--- src/rtl/ilf_pkg.sv ---
// Shared types and sizes for the instruction line fetch unit.
// Holds the FSM state enum and line/beat geometry.
package ilf_pkg;

    localparam int LINE_BEATS      = 8;
    localparam int BEAT_W          = 64;
    localparam int LINE_W          = 512;
    localparam int INDEX_W         = 19;
    localparam int ILF_TIMEOUT_MAX = 1023;

    typedef enum logic [2:0] {
        IDLE,
        SETTLE,
        REQ,
        RECV,
        OUT,
        DONE,
        DRAIN
    } ilf_state_t;

endpackage

--- src/rtl/ilf_if.sv ---
// PC / DDR / instruction-buffer bundle of the line fetch unit.
// timeout_err exists only when ILF_TIMEOUT_EN is defined.
interface ilf_if;
    import ilf_pkg::*;

    logic               pc_index_valid;
    logic [INDEX_W-1:0] pc_index;
    logic               flush;
    logic               pc_index_done;
    logic               ddr_chip_enable;
    logic [INDEX_W-1:0] ddr_index;
    logic               ddr_ready;
    logic [BEAT_W-1:0]  ddr_rdata;
    logic               ddr_rdata_valid;
    logic               line_valid;
    logic [LINE_W-1:0]  line_data;
    logic               line_ready;
`ifdef ILF_TIMEOUT_EN
    logic               timeout_err;
`endif

    modport master (
        input  pc_index_valid,
        input  pc_index,
        input  flush,
        output pc_index_done,
        output ddr_chip_enable,
        output ddr_index,
        input  ddr_ready,
        input  ddr_rdata,
        input  ddr_rdata_valid,
        output line_valid,
        output line_data,
        input  line_ready
`ifdef ILF_TIMEOUT_EN
        ,
        output timeout_err
`endif
    );

    modport slave (
        output pc_index_valid,
        output pc_index,
        output flush,
        input  pc_index_done,
        input  ddr_chip_enable,
        input  ddr_index,
        output ddr_ready,
        output ddr_rdata,
        output ddr_rdata_valid,
        input  line_valid,
        input  line_data,
        output line_ready
`ifdef ILF_TIMEOUT_EN
        ,
        input  timeout_err
`endif
    );

endinterface

--- src/rtl/ilf_line_assembler.sv ---
// Collects eight 64-bit DDR beats into one 512-bit line.
// The counter saturates at the last slot; full blocks further writes.
module ilf_line_assembler
    import ilf_pkg::*;
(
    input  logic              clk,
    input  logic              rst_n,
    input  logic              clear,
    input  logic              beat_valid,
    input  logic [BEAT_W-1:0] beat_data,
    output logic              full,
    output logic [LINE_W-1:0] line
);

    logic [2:0]        cnt_q;
    logic              full_q;
    logic [LINE_W-1:0] line_q;

    always_ff @(posedge clk or negedge rst_n) begin
        if (!rst_n) begin
            cnt_q  <= '0;
            full_q <= 1'b0;
            line_q <= '0;
        end else if (clear) begin
            cnt_q  <= '0;
            full_q <= 1'b0;
        end else if (beat_valid && !full_q) begin
            line_q[{cnt_q, 6'd0} +: BEAT_W] <= beat_data;
            if (cnt_q == 3'd7) begin
                full_q <= 1'b1;
            end else begin
                cnt_q <= cnt_q + 3'd1;
            end
        end
    end

    assign full = full_q;
    assign line = line_q;

endmodule

--- src/rtl/inst_line_fetch.sv ---
// Fetches one 64-byte instruction line from DDR for the PC stage.
// Define ILF_TIMEOUT_EN to add the 1023-cycle DDR timeout.
module inst_line_fetch
    import ilf_pkg::*;
(
    input logic   clk,
    input logic   rst_n,
    ilf_if.master bus
);

    ilf_state_t         state_q;
    ilf_state_t         state_d;
    logic [INDEX_W-1:0] index_q;
    logic [3:0]         seen_q;
    logic               beat;
    logic               drain_end;
    logic               tmo_hit;
    logic               asm_clear;
    logic               asm_beat;
    logic               asm_full;
    logic [LINE_W-1:0]  asm_line;
    logic               chip_enable;
    logic               lvalid;
    logic               done;

    assign beat = bus.ddr_rdata_valid
                && (state_q == RECV || state_q == DRAIN);

    // Beats still owed by DDR after a flush are counted off here.
    assign drain_end = (seen_q == 4'(LINE_BEATS))
                     || (bus.ddr_rdata_valid
                         && seen_q == 4'(LINE_BEATS - 1));

`ifdef ILF_TIMEOUT_EN
    logic       busy;
    logic [9:0] tmo_q;

    assign busy = state_q == REQ || state_q == RECV
               || state_q == DRAIN;
    assign tmo_hit = busy
                  && (tmo_q == 10'(ILF_TIMEOUT_MAX));

    always_ff @(posedge clk or negedge rst_n) begin
        if (!rst_n) begin
            tmo_q <= '0;
        end else if (!busy || beat) begin
            tmo_q <= '0;
        end else begin
            tmo_q <= tmo_q + 10'd1;
        end
    end
`else
    assign tmo_hit = 1'b0;
`endif

    always_ff @(posedge clk or negedge rst_n) begin
        if (!rst_n) begin
            state_q <= IDLE;
        end else begin
            state_q <= state_d;
        end
    end

    always_ff @(posedge clk or negedge rst_n) begin
        if (!rst_n) begin
            index_q <= '0;
            seen_q  <= '0;
        end else begin
            if (state_q == SETTLE) begin
                index_q <= bus.pc_index;
            end
            if (state_q == REQ) begin
                seen_q <= '0;
            end else if (beat && seen_q != 4'(LINE_BEATS)) begin
                seen_q <= seen_q + 4'd1;
            end
        end
    end

    always_comb begin
        state_d = state_q;
        unique case (state_q)
            IDLE: begin
                if (bus.pc_index_valid && !bus.flush) begin
                    state_d = SETTLE;
                end
            end
            SETTLE: begin
                if (bus.flush || !bus.pc_index_valid) begin
                    state_d = IDLE;
                end else begin
                    state_d = REQ;
                end
            end
            REQ: begin
                if (bus.flush) begin
                    state_d = bus.ddr_ready ? DRAIN : IDLE;
                end else if (tmo_hit) begin
                    state_d = IDLE;
                end else if (bus.ddr_ready) begin
                    state_d = RECV;
                end
            end
            RECV: begin
                if (bus.flush) begin
                    state_d = DRAIN;
                end else if (tmo_hit) begin
                    state_d = IDLE;
                end else if (asm_full) begin
                    state_d = OUT;
                end
            end
            OUT: begin
                if (bus.flush) begin
                    state_d = IDLE;
                end else if (bus.line_ready) begin
                    state_d = DONE;
                end
            end
            DONE: begin
                state_d = IDLE;
            end
            DRAIN: begin
                if (tmo_hit || drain_end) begin
                    state_d = IDLE;
                end
            end
            default: begin
                state_d = IDLE;
            end
        endcase
    end

    always_comb begin
        chip_enable = 1'b0;
        lvalid      = 1'b0;
        done        = 1'b0;
        asm_clear   = 1'b0;
        asm_beat    = 1'b0;
        chip_enable = state_q == REQ;
        lvalid      = state_q == OUT;
        done        = state_q == DONE;
        asm_clear   = state_q == REQ;
        asm_beat    = bus.ddr_rdata_valid && state_q == RECV;
    end

    assign bus.ddr_chip_enable = chip_enable;
    assign bus.line_valid      = lvalid;
    assign bus.pc_index_done   = done;
    assign bus.ddr_index       = index_q;
    assign bus.line_data       = asm_line;
`ifdef ILF_TIMEOUT_EN
    assign bus.timeout_err     = tmo_hit;
`endif

    ilf_line_assembler u_asm (
        .clk        (clk),
        .rst_n      (rst_n),
        .clear      (asm_clear),
        .beat_valid (asm_beat),
        .beat_data  (bus.ddr_rdata),
        .full       (asm_full),
        .line       (asm_line)
    );

endmodule

--- src/flat_wrapper.sv ---
// flat-port wrapper written by rule: the top's interface ports become plain ports
module inst_line_fetch_flat import ilf_pkg::*;
  (clk, rst_n, bus_pc_index_valid, bus_pc_index, bus_flush, bus_pc_index_done, bus_ddr_chip_enable, bus_ddr_index, bus_ddr_ready, bus_ddr_rdata, bus_ddr_rdata_valid, bus_line_valid, bus_line_data, bus_line_ready);
  ilf_if bus_i ();
  input logic clk;
  input logic rst_n;
  input wire logic [$bits(bus_i.pc_index_valid)-1:0] bus_pc_index_valid;
  input wire logic [$bits(bus_i.pc_index)-1:0] bus_pc_index;
  input wire logic [$bits(bus_i.flush)-1:0] bus_flush;
  output wire logic [$bits(bus_i.pc_index_done)-1:0] bus_pc_index_done;
  output wire logic [$bits(bus_i.ddr_chip_enable)-1:0] bus_ddr_chip_enable;
  output wire logic [$bits(bus_i.ddr_index)-1:0] bus_ddr_index;
  input wire logic [$bits(bus_i.ddr_ready)-1:0] bus_ddr_ready;
  input wire logic [$bits(bus_i.ddr_rdata)-1:0] bus_ddr_rdata;
  input wire logic [$bits(bus_i.ddr_rdata_valid)-1:0] bus_ddr_rdata_valid;
  output wire logic [$bits(bus_i.line_valid)-1:0] bus_line_valid;
  output wire logic [$bits(bus_i.line_data)-1:0] bus_line_data;
  input wire logic [$bits(bus_i.line_ready)-1:0] bus_line_ready;
  assign bus_i.pc_index_valid = bus_pc_index_valid;
  assign bus_i.pc_index = bus_pc_index;
  assign bus_i.flush = bus_flush;
  assign bus_pc_index_done = bus_i.pc_index_done;
  assign bus_ddr_chip_enable = bus_i.ddr_chip_enable;
  assign bus_ddr_index = bus_i.ddr_index;
  assign bus_i.ddr_ready = bus_ddr_ready;
  assign bus_i.ddr_rdata = bus_ddr_rdata;
  assign bus_i.ddr_rdata_valid = bus_ddr_rdata_valid;
  assign bus_line_valid = bus_i.line_valid;
  assign bus_line_data = bus_i.line_data;
  assign bus_i.line_ready = bus_line_ready;
  inst_line_fetch u_core (.clk(clk), .rst_n(rst_n), .bus(bus_i));
endmodule
--- config.mk ---
export PLATFORM = sky130hd
export DESIGN_NAME = inst_line_fetch_flat
export DESIGN_NICKNAME = d
export VERILOG_FILES = /design/src/rtl/ilf_pkg.sv /design/src/rtl/ilf_if.sv /design/src/rtl/ilf_line_assembler.sv /design/src/rtl/inst_line_fetch.sv /design/src/flat_wrapper.sv
export SDC_FILE = /design/constraint.sdc
export NUM_CORES = 1
export LEC_CHECK = 0
export CORE_MARGIN = 2
export CORE_UTILIZATION = 35
export CTS_BUF_LIST = sky130_fd_sc_hd__clkbuf_16
export DETAILED_ROUTE_END_ITERATION = 7
export HOLD_SLACK_MARGIN = 0.1
export MAX_ROUTING_LAYER = met4
export PLACE_DENSITY = 0.66
export SLEW_MARGIN = 40
export SYNTH_ARGS = -nofsm -noshare
export SYNTH_HDL_FRONTEND = slang
export SYNTH_SLANG_ARGS = --single-unit
--- constraint.sdc ---
create_clock -name clk -period 7.9 [get_ports clk]
set_clock_uncertainty 0.1 [all_clocks]
set_input_delay 2.37 -clock clk [delete_from_list [all_inputs] [get_ports clk]]
set_output_delay 2.37 -clock clk [all_outputs]
set_load 0.005 [all_outputs]
# == Word level (Yosys, flattened, before mapping) ==
# Cells that the tools add are included.
# totals
wordCells,68
out_inout_bits,534
regBits,542
input_bits,90
# classes
add_sub_neg,3
muxes,20
n_reduce_logical,20
shifts,2
bitwise,1
n_eq_ne,16
# ops
op,n
512-bit bitwise mux,1
64-bit by 11-bit variable shift with 512-bit output (first input constant),1
64-bit by 11-bit variable part select with 512-bit output,1
3-bit two-way mux,12
3-bit case mux with 6 select lines,1
3-bit equality test (second input constant),4
9-bit negator with 11-bit output,1
4-bit two-way mux,2
3-bit by 2-bit equality test with 1-bit output (second input constant),2
1-bit logical AND,6
3-bit by 2-bit inequality test with 1-bit output (second input constant),2
2-bit AND reduction,3
2-bit nonzero test,3
5-bit AND reduction,1
4-bit by 1-bit adder with 4-bit output (second input constant),1
4-bit by 3-bit equality test with 1-bit output (second input constant),1
4-bit equality test (second input constant),1
2-bit by 1-bit inequality test with 1-bit output (second input constant),2
4-bit inequality test (second input constant),1
3-bit by 1-bit adder with 3-bit output (second input constant),1
3-bit by 1-bit equality test with 1-bit output (second input constant),1
1-bit logical NOT,3
3-bit logical NOT,1
1-bit logical OR,3
5 further kinds,7

# == Longest topological paths before layout ==
# depth
ltp_word,6
mapped_depth,12
ltp_nobuf,7

# == Cells and area by module ==
# From an unflattened synthesis, not the netlist that was laid out.
# hier_totals
cells_unflattened,1433
hier_area_um2,22097.4
# by_module_without_submodules
module,area_per_inst_um2,instances,seq_area_each_um2,cells_each
ilf_line_assembler,20852.5,1,12912.4,1333
inst_line_fetch,1244.9,1,650.6,100

# == Least setup slack after synthesis ==
# OpenSTA, ideal clock, no wires.
# synth_timing
path_kind,input-to-reg
from,in bus_ddr_rdata_valid
to,"reg u_core.u_asm.line_q[388], in the netlist u_core.u_asm.line[388]"
cell_stages,6
arrival_time_ns,3.749
setup_ns,0.125
path_slack_ns,3.926
t_required_ns,7.675
path_buffers,2
path_cell_list,and3b_1 -> buf_2 -> nand2_1 -> nor4_4 -> buf_6 -> mux2_2
# synth_via
elab_chain_len,3
# synth_lines
element,line_no,text
start: declaration,flat_wrapper.sv:15,input wire logic [$bits(bus_i.ddr_rdata_valid)-1:0] bus_ddr_rdata_valid;
1-bit logical AND,inst_line_fetch.sv:144,asm_beat = bus.ddr_rdata_valid && state_q == RECV;
1-bit logical AND,ilf_line_assembler.sv:27,end else if (beat_valid && !full_q) begin
2-bit AND reduction (no source line),--,
end signal: indexed assignment,ilf_line_assembler.sv:28,"line_q[{cnt_q, 6'd0} +: BEAT_W] <= beat_data;"
end: declaration,ilf_line_assembler.sv:17,logic [LINE_W-1:0] line_q;
# No other way between the ends.
# A chain may end at the register's enable or synchronous reset.

# == Worst setup path after layout ==
# layout_timing
from,reg u_core.state_q[1]
to,out bus_ddr_chip_enable
# layout_via
elab_chain_len,1
# layout_lines
element,line_no,text
start: declaration,inst_line_fetch.sv:11,ilf_state_t state_q;
start signal: assignment,inst_line_fetch.sv:60,state_q <= state_d;
3-bit by 2-bit equality test with 1-bit output,inst_line_fetch.sv:140,chip_enable = state_q == REQ;
end: declaration,flat_wrapper.sv:11,output wire logic [$bits(bus_i.ddr_chip_enable)-1:0] bus_ddr_chip_enable;
# No other way between the ends.

==> impl_metrics.tcl <==
set metrics [dict create \
    outcome "finished, final reports clean" \
    dieArea_um2 61500 \
    multiInputGateArea_um2 6670 \
    yosys.area.top_type "dfrtp_1" \
    p_leak_nw 14.3 \
    synth_nets 1620 \
    drtPass1Iterations 7 \
    cap_violations 0 \
    yosysMostFrequentCell "dfrtp_1" \
    htree_num_levels 2 \
    critPathMaxFanout 20 \
    worstSetupStartpoint "u_core.state_q[1]" \
    std_cell_rows 89 \
    hold_class "reg2reg" \
    synth.cell_area_um2 20900 \
    grt_max_degree 154 \
    max_freq_mhz 207 \
    clock_path_buffers 3 \
    fillers 5065 \
    grt_util_all_layers_pct 21.4 \
    rsz0062_at_grt "no" \
    grt_pass1_wl_um 95900 \
    synth_fa_ha_area_share_pct 0.420 \
    fin_total_pwr_mw 6.74 \
    yosysSeqAreaShare_pct 65.0 \
    cts_setup_buffers 0 \
    reg2reg_from "u_core.u_asm.cnt_q[1]" \
    drv_slew 0 \
    antenna_found_initial 1 \
    setup_viol 0 \
    hpwl_um 46100 \
    wl_per_cell_um 22.2 \
    syn_area_per_cell_um2 13.7 \
    layout-drive-gt1-share_pct 21.5 \
    worstMarginPinSlew_ps 819 \
    post_synth_xor_area_fraction_pct 0.126 \
    yosys_register_bits 542 \
    synth_top_family_by_area "multiplexers" \
    slew_headroom_pct 45.4 \
    drt_drc_violations_left 0 \
    ant_nets 0 \
    layout.nets 2237 \
    critPathKind "reg2out" \
    start_util_pct 35.4 \
    vias 14400 \
    endpoint_kind "output port" \
    root_buffer "clkbuf_16" \
    drt_iter0_markers 685 \
    clk_latency_ps 610 \
    seq_area_um2 13600 \
    netlist_top_cells_area "dfrtp_1 (65%), mux2_2 (19%), o21ai_0 (2.7%)" \
    gp_congestion 0.824 \
    startpoint_type "register" \
    async_flop_share_pct 100 \
    required_ps 5430 \
    via_per_inst 4.87 \
    areaGrowthSynthToFinish_pct 42.7 \
    wirelength_um 65600 \
    cts_inserted_buffers 57 \
    synthCells 1523 \
    synth_edf_count 0 \
    arrival_ps 2360 \
    cts_tree "done" \
    synth_compound_area_share_pct 4.96 \
    vdd_drop_max_mv 0.214 \
    power_density_nw_per_um2 226 \
    synth_flop_cell "dfrtp_1" \
    coreArea_um2 58900 \
    hold_path.startpoint "u_core.u_asm.line[465]" \
    finalCritPeriodShare_pct 61.1 \
    synth_simple_gate_area_share_pct 6.15 \
    io_buffers 623 \
    path_clk_slew_ps 60 \
    io_pins 624 \
    yosysTopAreaCellShare_pct 65.0 \
    die-width_um 248 \
    setup_tns_ps 0 \
    cts_resized 0 \
    synth_common_cells "dfrtp_1 (542), mux2_2 (355), nand2_1 (115)" \
    grt_pass1_vias 15000 \
    hold_buffers 0 \
    cts.sinks 542 \
    die-height_um 248 \
    hold_viol 0 \
    muxShareOfSynthArea_pct 20.2 \
    grt-ovfl-total 0 \
    yosysWarningCount 0 \
    min_period_ps 4830 \
    synth.distinct_cells 44 \
]
==> power by group <==
| group | switching [mW] | internal (mW) |
|---|---|---|
| sequential | 0.110 | 2.95 |
| clock | 1.11 | 1.50 |
| combinational | 0.500 | 0.559 |
==> routing by layer <==
layer	vias to the layer above	share of wire, %	GRT usage (%)
met1	7340	39	24.8
met4	0	3.0	6.50
met3	107	9.0	7.32
met5	-	0	-
met2	488	49	35.2
li1	6485	-	-
==> path summary, 6_finish.rpt <==
path,end,slack [ps],cells past startpoint
min reg2reg,u_core.u_asm.line[465],380,1
max in group asynchronous,u_core.u_asm.line[81],4600,3
max,bus_ddr_chip_enable,3070,3
max reg2reg,u_core.u_asm.line[103],4720,7
min,u_core.u_asm.line[465],380,1
min in group asynchronous,u_core.u_asm.line[290],1640,1
==> cell families after synthesis <==
| logic type | count (synthesis) |
|---|---|
| and+or+nand+nor | 273 |
| muxes | 374 |
| adders and majority gates | 7 |
| DFF | 542 |
| xor gates and xnor gates | 3 |
| buffers and inverters | 148 |
| AOI/OAI and AO/OA | 176 |
==> registers in the layout, indices dropped and copies added (netlist names) <==
register              flops
u_core.u_asm.line       512
u_core.bus.ddr_index     19
u_core.seen_q             4
u_core.state_q            3
u_core.u_asm.cnt_q        3
u_core.u_asm.full         1
==> critical path, cell delays in order (launching register included) <==
cell and delay, ps:
dfrtp_1 700, nand3b_1 220, inv_1 250, clkdlybuf4s50_1 580
==> cell usage in the layout (no fill, tap or decap), types with 4 or more instances in the layout <==
cell,n
a21o_1,48
buf_12,4
buf_4,19
bufinv_16,5
clkbuf_16,59
clkdlybuf4s50_1,622
clkinv_1,14
clkinv_2,10
dfrtp_1,541
ha_1,6
inv_1,70
mux2_1,16
mux2_2,355
nand2_1,115
nand2b_1,17
nand3_1,49
nor2_1,57
nor2b_1,4
nor3b_1,4
o21ai_0,114
==> layout make-up <==
cell class,instances,share of cell area (%)
Antenna cell,1,0.00841
Sequential cell,542,45.6
Clock inverter,45,1.12
Timing Repair Buffer,648,21.9
Clock buffer,59,4.96
Inverter,58,0.732
Multi-Input combinational cell,833,22.4
Tap cell,773,3.25
==> through the flow <==
| stage | cell area [µm²] | setup slack [ps] | std cells | util (%) | hold slack, ps |
|---|---|---|---|---|---|
| 3_3_place_gp | 27800 | 2580 | 2850 | 47.3 | 360 |
| 4_1_cts | 29700 | 3080 | 2956 | 50.4 | 378 |
| 5_1_grt | 29700 | 2960 | 2958 | 50.5 | 387 |
| 2_1_floorplan | 20900 | 3930 | 1523 | - | 365 |
| 3_5_place_dp | 27900 | 2570 | 2852 | 47.3 | 365 |
| 6_report | 29700 | 3070 | 2959 | 50.5 | 376 |
(Power assumes the default switching activity.)
